===== config.mk =====
export PLATFORM = sky130hd
export DESIGN_NAME = hba_quad_sampler
export DESIGN_NICKNAME = d
export VERILOG_FILES = /design/src/rtl/hba_quad_sampler_pkg.sv /design/src/rtl/hba_quad_sampler_xfer.sv /design/src/rtl/hba_quad_sampler.sv
export SDC_FILE = /design/constraint.sdc
export NUM_CORES = 1
export LEC_CHECK = 0
export CORE_MARGIN = 4
export CORE_UTILIZATION = 40
export CTS_BUF_LIST = sky130_fd_sc_hd__clkbuf_8
export DETAILED_ROUTE_END_ITERATION = 16
export GPL_TIMING_DRIVEN = 0
export HOLD_SLACK_MARGIN = 0.08
export PLACE_DENSITY = 0.65
export SYNTH_ARGS = -nofsm -noshare
export SYNTH_HDL_FRONTEND = slang
export SYNTH_SLANG_ARGS = --single-unit

===== constraint.sdc =====
create_clock -name hba_clk -period 2.38 [get_ports hba_clk]
set_input_delay 0.714 -clock hba_clk [delete_from_list [all_inputs] [get_ports hba_clk]]
set_output_delay 0.714 -clock hba_clk [all_outputs]
set_load 0.03 [all_outputs]

===== src/rtl/hba_quad_sampler_pkg.sv =====
// Shared definitions for the hba_quad snapshot master: register map, ctrl
// enable mask, sequencer states and the fixed six-step transfer table.
package hba_quad_sampler_pkg;

    localparam logic [7:0] QUAD_REG_CTRL  = 8'd0;
    localparam logic [7:0] QUAD_REG_Q0_LO = 8'd1;
    localparam logic [7:0] QUAD_REG_Q0_HI = 8'd2;
    localparam logic [7:0] QUAD_REG_Q1_LO = 8'd3;
    localparam logic [7:0] QUAD_REG_Q1_HI = 8'd4;

    localparam logic [7:0] CTRL_EN_MASK = 8'h03;

    localparam logic [2:0] STEP_LAST = 3'd5;

    typedef enum logic [2:0] {
        ST_IDLE,
        ST_REQ,
        ST_XFER,
        ST_GAP,
        ST_DONE
    } state_t;

    // Steps 0 and 5 both target the ctrl register (freeze / re-enable).
    function automatic logic [7:0] stepReg(input logic [2:0] step);
        case (step)
            3'd1:    stepReg = QUAD_REG_Q0_LO;
            3'd2:    stepReg = QUAD_REG_Q0_HI;
            3'd3:    stepReg = QUAD_REG_Q1_LO;
            3'd4:    stepReg = QUAD_REG_Q1_HI;
            default: stepReg = QUAD_REG_CTRL;
        endcase
    endfunction

    function automatic logic stepIsRead(input logic [2:0] step);
        return (step >= 3'd1) && (step <= 3'd4);
    endfunction

endpackage


===== src/rtl/hba_quad_sampler_xfer.sv =====
// Single-transfer HBA master engine: holds select/abus/rnw/dbus stable from
// start until the slave acks or the wait limit expires.
module hba_master_xfer
    import hba_quad_sampler_pkg::*;
#(
    parameter int DBUS_WIDTH     = 8,
    parameter int ADDR_WIDTH     = 12,
    parameter int TIMEOUT_CYCLES = 255
) (
    input  logic                  i_clk,
    input  logic                  i_rst_n,
    input  logic                  i_start,
    input  logic                  i_rnw,
    input  logic [ADDR_WIDTH-1:0] i_addr,
    input  logic [DBUS_WIDTH-1:0] i_wdata,
    input  logic [DBUS_WIDTH-1:0] i_dbus,
    input  logic                  i_xferack,
    output logic                  o_select,
    output logic                  o_rnw,
    output logic [ADDR_WIDTH-1:0] o_abus,
    output logic [DBUS_WIDTH-1:0] o_dbus,
    output logic                  o_done,
    output logic [DBUS_WIDTH-1:0] o_rdata,
    output logic                  o_timeout
);

    localparam int CNT_W = $clog2(TIMEOUT_CYCLES + 1);

    logic                  r_active;
    logic                  r_rnw;
    logic [ADDR_WIDTH-1:0] r_addr;
    logic [DBUS_WIDTH-1:0] r_wdata;
    logic [CNT_W-1:0]      r_cnt;
    logic                  w_timeout;

    // Fires on the TIMEOUT_CYCLES-th selected cycle that still has no ack.
    assign w_timeout = r_active && !i_xferack && (r_cnt == CNT_W'(TIMEOUT_CYCLES - 1));

    always_ff @(posedge i_clk or negedge i_rst_n) begin
        if (!i_rst_n) begin
            r_active <= 1'b0;
            r_rnw    <= 1'b0;
            r_addr   <= '0;
            r_wdata  <= '0;
            r_cnt    <= '0;
        end else if (i_start) begin
            r_active <= 1'b1;
            r_rnw    <= i_rnw;
            r_addr   <= i_addr;
            r_wdata  <= i_wdata;
            r_cnt    <= '0;
        end else if (r_active && (i_xferack || w_timeout)) begin
            r_active <= 1'b0;
            r_cnt    <= '0;
        end else if (r_active) begin
            r_cnt <= r_cnt + 1'b1;
        end
    end

    assign o_select  = r_active;
    assign o_rnw     = r_active && r_rnw;
    assign o_abus    = r_active ? r_addr : '0;
    assign o_dbus    = (r_active && !r_rnw) ? r_wdata : '0;
    assign o_done    = r_active && i_xferack;
    assign o_rdata   = i_dbus;
    assign o_timeout = w_timeout;

endmodule


===== src/rtl/hba_quad_sampler.sv =====
// HBA bus master that freezes hba_quad, reads both 16-bit encoder counts,
// re-enables it and publishes the coherent pair on a valid/ready port.
module hba_quad_sampler
    import hba_quad_sampler_pkg::*;
#(
    parameter int DBUS_WIDTH        = 8,
    parameter int PERIPH_ADDR_WIDTH = 4,
    parameter int REG_ADDR_WIDTH    = 8,
    parameter int ADDR_WIDTH        = PERIPH_ADDR_WIDTH + REG_ADDR_WIDTH,
    parameter int QUAD_PERIPH_ADDR  = 0,
    parameter int TIMEOUT_CYCLES    = 255
) (
    input  logic                  hba_clk,
    input  logic                  hba_reset_n,
    input  logic                  trigger,
    input  logic [7:0]            ctrl_run,
    output logic                  master_req,
    input  logic                  master_grant,
    output logic                  master_select,
    output logic                  master_rnw,
    output logic [ADDR_WIDTH-1:0] master_abus,
    output logic [DBUS_WIDTH-1:0] master_dbus,
    input  logic [DBUS_WIDTH-1:0] hba_dbus,
    input  logic                  hba_xferack,
    output logic [15:0]           snap_left,
    output logic [15:0]           snap_right,
    output logic                  snap_valid,
    input  logic                  snap_ready,
    output logic                  overrun,
    output logic                  bus_err,
    input  logic                  clr_status,
    output logic                  busy
);

    state_t                r_state;
    state_t                w_stateNext;
    logic [2:0]            r_step;
    logic                  r_seqErr;
    logic                  r_pend;
    logic [15:0]           r_capLeft;
    logic [15:0]           r_capRight;
    logic [15:0]           r_snapLeft;
    logic [15:0]           r_snapRight;
    logic                  r_snapValid;
    logic                  r_overrun;
    logic                  r_busErr;

    logic                  w_go;
    logic                  w_start;
    logic                  w_done;
    logic                  w_timeout;
    logic [ADDR_WIDTH-1:0] w_addr;
    logic [DBUS_WIDTH-1:0] w_wdata;
    logic [DBUS_WIDTH-1:0] w_rdata;

    assign w_go    = (r_state == ST_IDLE) && !r_snapValid && (trigger || r_pend);
    assign w_addr  = {PERIPH_ADDR_WIDTH'(QUAD_PERIPH_ADDR), REG_ADDR_WIDTH'(stepReg(r_step))};
    assign w_wdata = (r_step == 3'd0) ? DBUS_WIDTH'(ctrl_run & ~CTRL_EN_MASK)
                                      : DBUS_WIDTH'(ctrl_run);

    always_ff @(posedge hba_clk or negedge hba_reset_n) begin
        if (!hba_reset_n) begin
            r_state <= ST_IDLE;
        end else begin
            r_state <= w_stateNext;
        end
    end

    // A failed sequence still finishes with the re-enable write but publishes nothing.
    always_comb begin
        w_stateNext = r_state;
        w_start     = 1'b0;
        case (r_state)
            ST_IDLE: begin
                if (w_go) begin
                    w_stateNext = ST_REQ;
                end
            end
            ST_REQ: begin
                if (master_grant) begin
                    w_stateNext = ST_XFER;
                    w_start     = 1'b1;
                end
            end
            ST_XFER: begin
                if (w_timeout) begin
                    w_stateNext = (r_step == STEP_LAST) ? ST_IDLE : ST_GAP;
                end else if (w_done) begin
                    if (r_step != STEP_LAST) begin
                        w_stateNext = ST_GAP;
                    end else begin
                        w_stateNext = r_seqErr ? ST_IDLE : ST_DONE;
                    end
                end
            end
            ST_GAP: begin
                w_stateNext = ST_XFER;
                w_start     = 1'b1;
            end
            ST_DONE: begin
                w_stateNext = ST_IDLE;
            end
            default: begin
                w_stateNext = ST_IDLE;
            end
        endcase
    end

    always_ff @(posedge hba_clk or negedge hba_reset_n) begin
        if (!hba_reset_n) begin
            r_step      <= '0;
            r_seqErr    <= 1'b0;
            r_pend      <= 1'b0;
            r_capLeft   <= '0;
            r_capRight  <= '0;
            r_snapLeft  <= '0;
            r_snapRight <= '0;
            r_snapValid <= 1'b0;
            r_overrun   <= 1'b0;
            r_busErr    <= 1'b0;
        end else begin
            if (w_go) begin
                r_step   <= '0;
                r_seqErr <= 1'b0;
            end else if (r_state == ST_XFER) begin
                if (w_timeout) begin
                    r_seqErr <= 1'b1;
                    r_step   <= STEP_LAST;
                end else if (w_done && (r_step != STEP_LAST)) begin
                    r_step <= r_step + 3'd1;
                end
            end

            if ((r_state == ST_XFER) && w_done) begin
                case (r_step)
                    3'd1:    r_capLeft[7:0]   <= w_rdata[7:0];
                    3'd2:    r_capLeft[15:8]  <= w_rdata[7:0];
                    3'd3:    r_capRight[7:0]  <= w_rdata[7:0];
                    3'd4:    r_capRight[15:8] <= w_rdata[7:0];
                    default: ;
                endcase
            end

            // A trigger that coincides with consuming the latch re-arms it.
            if (w_go) begin
                r_pend <= trigger && r_pend;
            end else if (trigger) begin
                r_pend <= 1'b1;
            end

            if (trigger && r_pend && !w_go) begin
                r_overrun <= 1'b1;
            end else if (clr_status) begin
                r_overrun <= 1'b0;
            end

            if (w_timeout) begin
                r_busErr <= 1'b1;
            end else if (clr_status) begin
                r_busErr <= 1'b0;
            end

            if (r_state == ST_DONE) begin
                r_snapLeft  <= r_capLeft;
                r_snapRight <= r_capRight;
                r_snapValid <= 1'b1;
            end else if (r_snapValid && snap_ready) begin
                r_snapValid <= 1'b0;
            end
        end
    end

    hba_master_xfer #(
        .DBUS_WIDTH     (DBUS_WIDTH),
        .ADDR_WIDTH     (ADDR_WIDTH),
        .TIMEOUT_CYCLES (TIMEOUT_CYCLES)
    ) u_xfer (
        .i_clk     (hba_clk),
        .i_rst_n   (hba_reset_n),
        .i_start   (w_start),
        .i_rnw     (stepIsRead(r_step)),
        .i_addr    (w_addr),
        .i_wdata   (w_wdata),
        .i_dbus    (hba_dbus),
        .i_xferack (hba_xferack),
        .o_select  (master_select),
        .o_rnw     (master_rnw),
        .o_abus    (master_abus),
        .o_dbus    (master_dbus),
        .o_done    (w_done),
        .o_rdata   (w_rdata),
        .o_timeout (w_timeout)
    );

    assign master_req = (r_state == ST_REQ) || (r_state == ST_XFER) || (r_state == ST_GAP);
    assign busy       = (r_state != ST_IDLE);
    assign snap_left  = r_snapLeft;
    assign snap_right = r_snapRight;
    assign snap_valid = r_snapValid;
    assign overrun    = r_overrun;
    assign bus_err    = r_busErr;

endmodule


==> summary.txt, run 1 <==
Logic synthesis
  – Asr flop ratio synth: 100%
  – Syn_area_per_cell: 12.9 um2
  – Synth top area cells: dfrtp_1, mux2_2, mux2_4
  – Post-synthesis sequential area ratio: 56.8%
  – Number of synthesized flops with an enable pin: 0
  – Top post-synthesis cells by count: dfrtp_1, mux2_2, nand2_1, mux2_4, and2_1
  – YS warnings: 0
  – Count leader, synth: dfrtp_1
  – Yosys cell types: 50
  – Post-synthesis register bit count: 96
  – Syn Std Cell Area: 4230 um2
  – Mapped Cells: 329
  – Dominant synthesized flop cell: dfrtp_1
  – Yosys top cell by area: dfrtp_1
  – Share of the synthesized area in the top cell type: 56.8%

Clock network
  – CTS root buffer: clkbuf_8
  – Cts hold-fix bufs: 0
  – Setup Buffers After CTS: 0
  – Sink Count: 96
  – Skew-Pair Late Insertion Delay: 0.36 ns
  – Total CTS buffers: 9
  – Clock Path Buffers: 2
  – TritonCTS clock tree: yes
  – CTS H-tree depth: 3
  – Clk slew on worst S/H paths: 0.11 ns

Worst setup path
  – WS Path Type: flop to output port
  – Crit-path max FO: 6
  – Reg2reg path depth: 4
  – Data required, critical path: 1.67 ns
  – Crit path from: r_state[0]
  – CP endpoint kind: output port
  – Worst endpoint data arrival time: 1.53 ns
  – Reg2reg setup slack: 0.42 ns
  – Reg-to-reg endpoint: r_capRight[14]
  – Worst r2r src: r_state[1]
  – Crit path launch type: flop

Global routing
  – Pin count of the biggest net entering global routing: 66
  – Number of global-route vias before repair: 2736
  – Initial antenna violation count: 0
  – First-pass GRT wire length: 13700 um
  – Tot GR Track Use: 13.8%
  – Overflow after GRT: 0

STA
  – RSZ-0062 raised after global routing: false
  – Min Tclk post-route: 2.24 ns
  – Clock Skew: 0.0195 ns
  – Period utilization: 94.1%
  – Measured slew at the worst slew-check pin: 0.649 ns
  – Peak Freq: 447 MHz
  – Max_slew headroom: 56.4%
  – Hold Vio Cnt, Final: 0
  – Fin. max-slew vios: 0
  – Setup violations, final: 0

Floorplan
  – Row count: 37
  – Starting Density: 41.0%
  – Core area: 10300 um2
  – Chip Width: 111 um
  – Ports: 82
  – Full die area: 12300 um2
  – Height of the die: 111 um

Finish
  – Final instance area: 5330 um2
  – Final net count: 451
  – P&R area growth vs syn: 26.0%
  – Layout cell share with drive strength beyond 1: 28.4%
  – # diodes: 0

Run status
  – Status: finished, final reports clean

Flow run
  – Number of max-cap violations: 0

Power and ir drop
  – Final Power: 5.41 mW
  – P_leak: 2.56 nW
  – Power Density: 1010 nW/um2
  – Maximum vdd drop: 393 uV

Hold path
  – Worst hold path type: primary input to async pin

Placed design
  – DPL Wire Length: 5850 um
  – Placed Area: 5180 um2
  – Port buffer count: 72
  – Gp weighted congestion: 0.720

Drt
  – Post-Route WL: 8170 um
  – Detail Route Antenna Nets: 0
  – DR DRC count: 0
  – Drt via density: 4.83
  – Drt pass-1 iters: 4
  – DRT iter0 DRCs: 86
  – Vias: 2715
  – Wirelength per Cell: 14.5 um
## area by class of cell
cell class | count | area (um2)
inverters | 8 | 30.0
flip-flops and latches | 96 | 2400
multi-input cells | 214 | 1690
fillers | 952 | 4990
clock inverters | 6 | 56.3
plain buffers | 19 | 146
well taps | 136 | 170
clock buffers | 10 | 138
repair buffers | 73 | 694
## registers in the layout, summed over array words and instances (netlist names), 3 cells and up
name            cells
r_state             3
snap_right         16
r_step              3
u_xfer.r_cnt        8
r_capRight         16
u_xfer.r_wdata      8
u_xfer.r_addr       3
r_capLeft          16
snap_left          16
## per-layer routing
layer,share of wire (%),vias to the layer above,routed length (um),GRT usage [%]
li1,-,1311,-,-
met1,48,1340,3960,18.9
met2,47,60,3840,21.9
met3,3.7,4,301,2.35
met4,0.73,0,60,5.42
met5,0,-,0,0
## per-stage QoR
step           worst slack (ns)  setup TNS [ns]  hold slack (ns)  utilization (%)  instances
3_5_place_dp             -0.181           -2.40            0.436             50.2        546
3_3_place_gp              -2.94         -283.59            0.432             49.9        545
2_1_floorplan             0.352               0            0.413                -        337
6_report                  0.140               0            0.280             51.6        562
4_1_cts                 0.00944               0            0.280             52.2        562
5_1_grt                  0.0529               0            0.289             51.6        562
## placed cells by master, fill, tap and decap left out, types with 2 or more instances in the layout
| cell | netlist | final |
|---|---|---|
| inv_1 | 8 | 8 |
| nand3_1 | 8 | 8 |
| nor2_1 | 10 | 10 |
| mux2_2 | 49 | 49 |
| clkbuf_8 | 0 | 10 |
| buf_12 | 2 | 2 |
| dlygate4sd2_1 | 0 | 5 |
| clkdlybuf4s50_1 | 0 | 57 |
| mux2_4 | 16 | 16 |
| and3_4 | 2 | 2 |
| dfrtp_1 | 96 | 96 |
| a21oi_1 | 2 | 2 |
| ha_1 | 7 | 7 |
| inv_6 | 0 | 2 |
| o21ai_0 | 8 | 8 |
| o21a_1 | 2 | 2 |
| clkbuf_1 | 2 | 2 |
| buf_4 | 9 | 10 |
| conb_1 | 1 | 9 |
| nand2_1 | 38 | 38 |
| and2_1 | 13 | 13 |
| nor2b_1 | 4 | 3 |
| nor3_1 | 8 | 8 |
| a21o_1 | 5 | 5 |
| buf_2 | 4 | 13 |
| inv_8 | 0 | 2 |
| or3_1 | 3 | 3 |
| a211oi_1 | 5 | 5 |
## worst max-delay path by stage
stage                      to  slack [ns]  cells after the start
2_1_floorplan  master_dbus[0]        0.35                      3
3_3_place_gp          bus_err       -2.94                      1
3_5_place_dp   master_dbus[4]       -0.18                      4
4_1_cts        master_dbus[4]       0.009                      4
5_1_grt        master_dbus[4]        0.05                      4
6_report                 busy        0.14                      2
## worst max-delay path, stage by stage, from the launching register on
cell     delay (ns)
dfrtp_1        0.44
or3_2          0.53
buf_2          0.20
## power breakdown
part	switching (mW)	total (mW)	leakage (nW)	internal, mW
Sequential	0.289	2.38	1.26	2.10
Clock	0.609	1.04	0.0973	0.433
Combinational	1.07	1.98	1.20	0.908
## logic make-up (layout without fill, tap and decap cells)
logic type | count (synthesis) | count (layout) | synth area share, %
AOI/OAI and AO/OA | 32 | 32 | 5.35
adders and majority gates | 7 | 7 | 2.07
muxes | 65 | 65 | 18.7
and+or+nand+nor | 100 | 100 | 12.7
DFF | 96 | 96 | 56.8
other | 1 | 9 | 0.0886
buffers and inverters | 27 | 116 | 4.11
xor gates and xnor gates | 1 | 1 | 0.207
## repair_timing
item | 4_1_cts | 5_1_grt
endpoints found under the hold margin | 0 | 0
gates resized for setup | 34 | 20
setup endpoints to repair | 14 | 9
cloned | 0 | 0
No activity file was read; power rests on OpenSTA's default activity.
==> run 2: changes to the inputs <==
--- a/config.mk
+++ b/config.mk
@@ -5,9 +5,11 @@
 export SDC_FILE = /design/constraint.sdc
 export NUM_CORES = 1
 export LEC_CHECK = 0
-export CORE_MARGIN = 4
+export ABC_CLOCK_PERIOD_IN_PS = 2380
+export CORE_MARGIN = 5
 export CORE_UTILIZATION = 40
 export CTS_BUF_LIST = sky130_fd_sc_hd__clkbuf_8
+export CTS_CLUSTER_SIZE = 12
 export DETAILED_ROUTE_END_ITERATION = 16
 export GPL_TIMING_DRIVEN = 0
 export HOLD_SLACK_MARGIN = 0.08
==> run 2 against run 1 <==
Net effect: combinational power grew 2%; clock-buffer cell count did not move; flip-flop and latch count did not move; die area is 3.6% higher; register-to-register slack lost 0.05 ns; clock skew down 0.0037 ns; sequential power about the same; routed wire length rose by 1.9%; critical endpoint is now master_dbus[6]; highest routed layer unchanged; sequential share of layout area decreased by 0.40 points; via count down 0.29%.
==> summary.txt, run 2 (synthesized netlist as in run 1, its figures left out) <==
Run status
  – Status: finished, final reports clean

Flow run
  – Number of max-cap violations: 0 (unchanged)

Clock network
  – TritonCTS clock tree: yes
  – Sink Count: 96 (unchanged)
  – CTS H-tree depth: 3 (unchanged)
  – Clock Path Buffers: 2 (unchanged)
  – Skew-Pair Late Insertion Delay: 0.35 ns (about the same)
  – Cts hold-fix bufs: 0 (unchanged)
  – Total CTS buffers: 9 (unchanged)
  – CTS root buffer: clkbuf_8
  – Clk slew on worst S/H paths: 0.11 ns (about the same)

Finish
  – FILL cells: 928 (-2.5%)
  – P&R area growth vs syn: 27.1%
  – Layout cell share with drive strength beyond 1: 28.4% (unchanged)
  – Commonest non-fill, non-tap cell in the layout: dfrtp_1
  – Fin cells: 562 (unchanged)
  – Register area: 2400 um2 (unchanged)
  – Final instance area: 5380 um2 (+0.89%)
  – # diodes: 0 (unchanged)
  – Multi-input gate area: 1690 um2 (unchanged)
  – Leading cell types in the layout, fill and taps excluded: dfrtp_1, clkdlybuf4s50_1, mux2_2, nand2_1, mux2_4
  – Final net count: 451 (unchanged)

Placed design
  – Port buffer count: 72 (unchanged)
  – Inst Count DP: 546 (unchanged)
  – Placed Area: 5180 um2 (unchanged)
  – Gp weighted congestion: 0.711 (-1.2%)
  – DPL Wire Length: 5920 um (+1.3%)
  – Post-place setup slack: -0.156 ns (+0.0254 ns)

STA
  – Clock Skew: 0.0157 ns (-0.00375 ns)
  – Setup violations, final: 0 (unchanged)
  – Min Tclk post-route: 2.25 ns (+0.0139 ns)
  – Hold Slack: 0.257 ns (-0.0226 ns)
  – Hold Vio Cnt, Final: 0 (unchanged)
  – RSZ-0062 raised after global routing: false
  – Fin. max-slew vios: 0 (unchanged)
  – Max_slew headroom: 61.0% (+4.5 points)
  – Measured slew at the worst slew-check pin: 0.585 ns (-0.0638 ns)
  – Final worst slack: 0.127 ns (-0.0139 ns)
  – Period utilization: 94.7% (+0.59 points)
  – Peak Freq: 444 MHz (-0.62%)

Global routing
  – Overflow after GRT: 0 (unchanged)
  – First-pass GRT wire length: 13900 um (+1.2%)
  – Tot GR Track Use: 13.5% (-0.25 points)
  – Pin count of the biggest net entering global routing: 73 (+11%)
  – Initial antenna violation count: 0 (unchanged)
  – Number of global-route vias before repair: 2770 (+1.2%)

Power and ir drop
  – Maximum vdd drop: 503 uV (+28%)
  – P_leak: 2.55 nW (-0.31%)
  – Power Density: 1010 nW/um2 (-0.16%)
  – Final Power: 5.45 mW (+0.73%)

Drt
  – Detail Route Antenna Nets: 0 (unchanged)
  – Wirelength per Cell: 14.8 um (+1.9%)
  – Vias: 2707 (-0.29%)
  – Drt via density: 4.82 (-0.29%)
  – DR DRC count: 0 (unchanged)
  – DRT iter0 DRCs: 75 (-13%)
  – Post-Route WL: 8320 um (+1.9%)
  – Drt pass-1 iters: 4 (unchanged)

Worst setup path
  – Worst endpoint data arrival time: 1.54 ns (about the same)
  – Crit-path max FO: 10 (+4)
  – Worst stage delay on the critical path: 0.35 ns (-0.18 ns)
  – WP buf/inv: 2 (+1)
  – CP endpoint kind: output port
  – WS Path Type: flop to output port
  – CP top delay family: buffers and inverters
  – Slowest CP cell: dfrtp_1
  – CP Cell Sequence: clkbuf_4, nor2b_4, and2_1, clkdlybuf4s15_2
  – Data required, critical path: 1.67 ns (about the same)
  – Crit path launch type: flop

Floorplan
  – Ports: 82 (unchanged)
  – Full die area: 12700 um2 (+3.6%)
  – Height of the die: 113 um (+1.8%)
  – Chip Width: 113 um (+1.8%)
  – Row count: 37 (unchanged)
  – Core area: 10300 um2 (unchanged)
  – Starting Density: 41.0% (unchanged)

Hold path
  – Worst hold path type: primary input to async pin
## run 2: cell types whose count changed in the layout (fill, tap and decap cells not counted), sizes merged
cell / delta
buf: -7
clkdlybuf4s15: +6
clkdlybuf4s18: +1
clkinv: +1
inv: -1
## run 2: per-stage QoR
step | util (%) | setup TNS, ns
floorplan | - | 0
global placement | 49.9 | -287.44
detailed placement | 50.2 | -2.07
CTS | 52.2 | 0
global route | 52.1 | 0
finish | 52.1 | 0
## run 2: where the power goes
part / internal, mW / total, mW / switching (mW)
Sequential: 2.10 / 2.38 / 0.286
Clock: 0.435 / 1.05 / 0.615
Combinational: 0.935 / 2.02 / 1.08
## run 2: layer usage
layer  track usage, %  routed length (um)
met5                0                   0
met4             4.33                  84
met3             2.30                 303
met2             21.4                3920
met1             19.1                4020
## run 2: cell type report
type	instances	share of cell area (%)
clock inverter	6	1.14
clock buffer	10	2.56
sequential	96	44.7
timing repair buffer	73	13.7
multi-input combinational	214	31.5
tap	136	3.16
inverter	8	0.558
buffer	19	2.72
## run 2: path summary, 6_finish.rpt
check / slack (ns) / start / endpoint / cells after the start
min in group hba_clk: 0.44 / r_seqErr / r_state[2] / 1
max in group asynchronous: 1.48 / hba_reset_n / snap_right[5] / 2
worst max-delay path: 0.13 / u_xfer.o_select / master_dbus[6] / 4
worst max register to register: 0.37 / r_state[1] / r_capRight[15] / 4
worst min register to register: 0.44 / r_seqErr / r_state[2] / 1
worst min-delay path: 0.26 / hba_reset_n / snap_right[3] / 1
## run 2: what timing repair did
action,4_1_cts,5_1_grt
gates resized for setup,34,7
setup buffers,0,0
setup endpoints to repair,14,9
## run 2: worst register-to-register path, cell delays in order (launching register included)
cell     delay (ns)
dfrtp_1        0.47
nor3b_1        0.37
nand3_1        0.16
nor2_2         0.50
mux2_2         0.40
==> run 3: changes to the inputs <==
--- a/config.mk
+++ b/config.mk
@@ -5,6 +5,7 @@
 export SDC_FILE = /design/constraint.sdc
 export NUM_CORES = 1
 export LEC_CHECK = 0
+export ABC_AREA = 1
 export ABC_CLOCK_PERIOD_IN_PS = 2380
 export CORE_MARGIN = 5
 export CORE_UTILIZATION = 40
==> run 3 against run 2 <==
Net effect: critical path depth decreased by 1; sequential power about the same; first-iteration DRC count increased by 110%; critical endpoint is now busy; clock-buffer cell count decreased by 1; flip-flop and latch count unchanged; register-to-register slack improved by 0.40 ns; utilization about the same.
==> summary.txt, run 3 <==
Worst setup path
  – Reg-to-reg endpoint: r_step[2]
  – Worst stage delay on the critical path: 0.46 ns (+0.11 ns)
  – Slowest CP cell: dfrtp_1
  – Worst r2r src: r_step[1]
  – Reg2reg path depth: 8 (+4)
  – Crit path launch type: flop
  – CP endpoint kind: output port
  – Data required, critical path: 1.67 ns (about the same)
  – CP Cell Sequence: nor2_2, nand2_1, dlygate4sd2_1
  – Crit-path max FO: 5 (-5)
  – WS Path Type: flop to output port
  – Reg2reg setup slack: 0.77 ns (+0.40 ns)
  – Worst endpoint data arrival time: 1.51 ns (-0.03 ns)

Logic synthesis
  – YS warnings: 0 (unchanged)
  – Yosys cell types: 30 (-40%)
  – Synth top area cells: dfrtp_1, mux2_2, nand2_1
  – Top post-synthesis cells by count: dfrtp_1, nand2_1, inv_1, mux2_2, nor2_1
  – Mapped Cells: 409 (+24%)
  – Post-synthesis register bit count: 96 (unchanged)
  – Share of the synthesized area in the top cell type: 56.3% (-0.43 points)
  – Yosys top cell by area: dfrtp_1
  – Count leader, synth: dfrtp_1
  – Post-synthesis sequential area ratio: 56.3% (-0.43 points)
  – Number of synthesized flops with an enable pin: 0 (unchanged)
  – Dominant synthesized flop cell: dfrtp_1
  – Syn Std Cell Area: 4270 um2 (+0.77%)
  – Asr flop ratio synth: 100% (unchanged)
  – Syn_area_per_cell: 10.4 um2 (-19%)

Finish
  – Final net count: 531 (+18%)
  – Layout cell share with drive strength beyond 1: 21.5% (-6.9 points)
  – Final instance area: 5400 um2 (+0.37%)
  – Commonest non-fill, non-tap cell in the layout: dfrtp_1
  – # diodes: 0 (unchanged)
  – FILL cells: 951 (+2.5%)
  – Leading cell types in the layout, fill and taps excluded: dfrtp_1, nand2_1, clkdlybuf4s50_1, inv_1, mux2_2
  – Fin cells: 642 (+14%)
  – P&R area growth vs syn: 26.6%
  – Finished Core Util: 52.1% (about the same)

Floorplan
  – Row count: 37 (unchanged)
  – Starting Density: 41.1% (+0.13 points)
  – Height of the die: 113 um (+0.35%)
  – Chip Width: 113 um (+0.35%)
  – Ports: 82 (unchanged)
  – Full die area: 12800 um2 (+0.70%)
  – Core area: 10400 um2 (+0.45%)

STA
  – Peak Freq: 451 MHz (+1.5%)
  – Period utilization: 93.3% (-1.4 points)
  – RSZ-0062 raised after global routing: false
  – Setup violations, final: 0 (unchanged)
  – Final worst slack: 0.161 ns (+0.0340 ns)
  – Min Tclk post-route: 2.22 ns (-0.0340 ns)
  – Clock Skew: 0.0122 ns (-0.00356 ns)
  – Fin. max-slew vios: 0 (unchanged)
  – Hold Vio Cnt, Final: 0 (unchanged)

Drt
  – Drt pass-1 iters: 4 (unchanged)
  – Post-Route WL: 8890 um (+6.8%)
  – DR DRC count: 0 (unchanged)
  – DRT iter0 DRCs: 156 (+110%)
  – Drt via density: 4.66 (-3.2%)
  – Detail Route Antenna Nets: 0 (unchanged)
  – Vias: 2992 (+11%)
  – Wirelength per Cell: 13.8 um (-6.5%)

Power and ir drop
  – Power Density: 994 nW/um2 (-1.8%)
  – Combinational Power Share: 37.2% (+0.2 points)
  – Clk network pwr share: 19.0% (-0.3 points)
  – Sequential share of power: 43.8% (about the same)
  – Final Power: 5.37 mW (-1.5%)
  – Switch Pwr: 2.11 mW (+6.7%)
  – Maximum vdd drop: 421 uV (-16%)
  – P_leak: 2.69 nW (+5.5%)
  – Internal Pwr Total: 3.25 mW (-6.1%)
  – Net Sw Frac: 39.4% (+3.0 points)

Flow run
  – Number of max-cap violations: 0 (unchanged)

Clock network
  – Sink Count: 96 (unchanged)
  – Clk slew on worst S/H paths: 0.10 ns (about the same)
  – CTS H-tree depth: 3 (unchanged)
  – CTS root buffer: clkbuf_8
  – Total CTS buffers: 9 (unchanged)
  – Setup Buffers After CTS: 0 (unchanged)
  – Skew-Pair Late Insertion Delay: 0.36 ns (about the same)
  – Clock Path Buffers: 2 (unchanged)
  – Cts hold-fix bufs: 0 (unchanged)
  – TritonCTS clock tree: yes

Global routing
  – Tot GR Track Use: 14.7% (+1.2 points)
  – First-pass GRT wire length: 15200 um (+9.4%)
  – Initial antenna violation count: 0 (unchanged)
  – Number of global-route vias before repair: 3098 (+12%)
  – Overflow after GRT: 0 (unchanged)
  – Pin count of the biggest net entering global routing: 71 (-2.7%)

Placed design
  – Post-place setup slack: 0.0711 ns (+0.227 ns)
  – Gp weighted congestion: 0.836 (+18%)
  – Inst Count DP: 626 (+15%)
  – Placed Area: 5210 um2 (+0.63%)
  – Port buffer count: 72 (unchanged)
  – DPL Wire Length: 6540 um (+10%)

Run status
  – Status: finished, final reports clean

Hold path
  – Worst hold path type: primary input to async pin
run 3: cell count changes after synthesis, sizes merged, moves of 7 or more:
cell and change:
and2 -13, inv +43, mux2 -33, nand2 +53, nand3 +9, nor2 +11, nor3 -7, o21ai +42
run 3: critical path, delay by kind of cell (launching register included):
kind,cells,cell delay (ns)
simple gates,2,0.32
flops,1,0.46
buf+inv,1,0.38
run 3: what timing repair did:
item / in CTS / in global routing
cloned: 0 / 0
setup endpoints to repair: 14 / 8
hold endpoints to repair: 0 / 0
resized for setup: 30 / 1
run 3: cell families (layout without fill, tap and decap cells):
logic type	count (synthesis)	after routing	share of synthesized area, %
AND/OR/NAND/NOR	136	136	14.8
flip-flops	96	96	56.3
buffers and inverters	69	158	8.21
AO/OA/AOI/OAI	64	64	9.30
multiplexers	32	32	8.45
adder cells (fa/ha/maj)	7	7	2.05
XOR/XNOR	4	4	0.822
other	1	9	0.0879
run 3: layout make-up:
class | instances | area, um2 | share of cell area, %
buffer | 18 | 159 | 2.94
clock buffer | 9 | 124 | 2.29
clock inverter | 7 | 58.8 | 1.09
inverter | 51 | 191 | 3.55
multi-input combinational | 252 | 1550 | 28.6
sequential | 96 | 2400 | 44.5
tap | 136 | 170 | 3.15
timing repair buffer | 73 | 748 | 13.9
run 3: stage by stage:
stage               TNS [ns]  hold WS (ns)
floorplan                  0         0.418
global placement     -283.37         0.461
detailed placement         0         0.468
CTS                        0         0.257
global route               0         0.272
finish                     0         0.258
run 3: worst max-delay path by stage:
stage / from / to / slack [ns] / cells after the start
6_report: r_state[0] / busy / 0.16 / 3
5_1_grt: u_xfer.o_select / master_dbus[3] / 0.07 / 4
4_1_cts: u_xfer.o_select / master_dbus[3] / 0.04 / 4
3_5_place_dp: u_xfer.o_select / master_dbus[5] / 0.07 / 4
3_3_place_gp: hba_reset_n / snap_right[12] / -2.96 / 1
2_1_floorplan: u_xfer.o_select / master_dbus[0] / 0.37 / 3
run 3: power groups by stage:
stage,clock network (mW),registers [mW],logic (mW)
floorplan,0,2.52,1.20
detailed placement,0,2.39,2.04
global placement,0,2.37,2.00
global route,1.12,2.41,2.23
finish,1.02,2.35,2.00
CTS,1.06,2.35,2.02
run 3: per-layer routing:
metal | vias up | track usage (%) | part of all wire (%)
li1 | 1488 | - | -
met2 | 56 | 24.2 | 48
met4 | 0 | 5.69 | 2.2
met5 | - | 0 | 0
met3 | 12 | 3.26 | 4.5
met1 | 1436 | 18.9 | 45
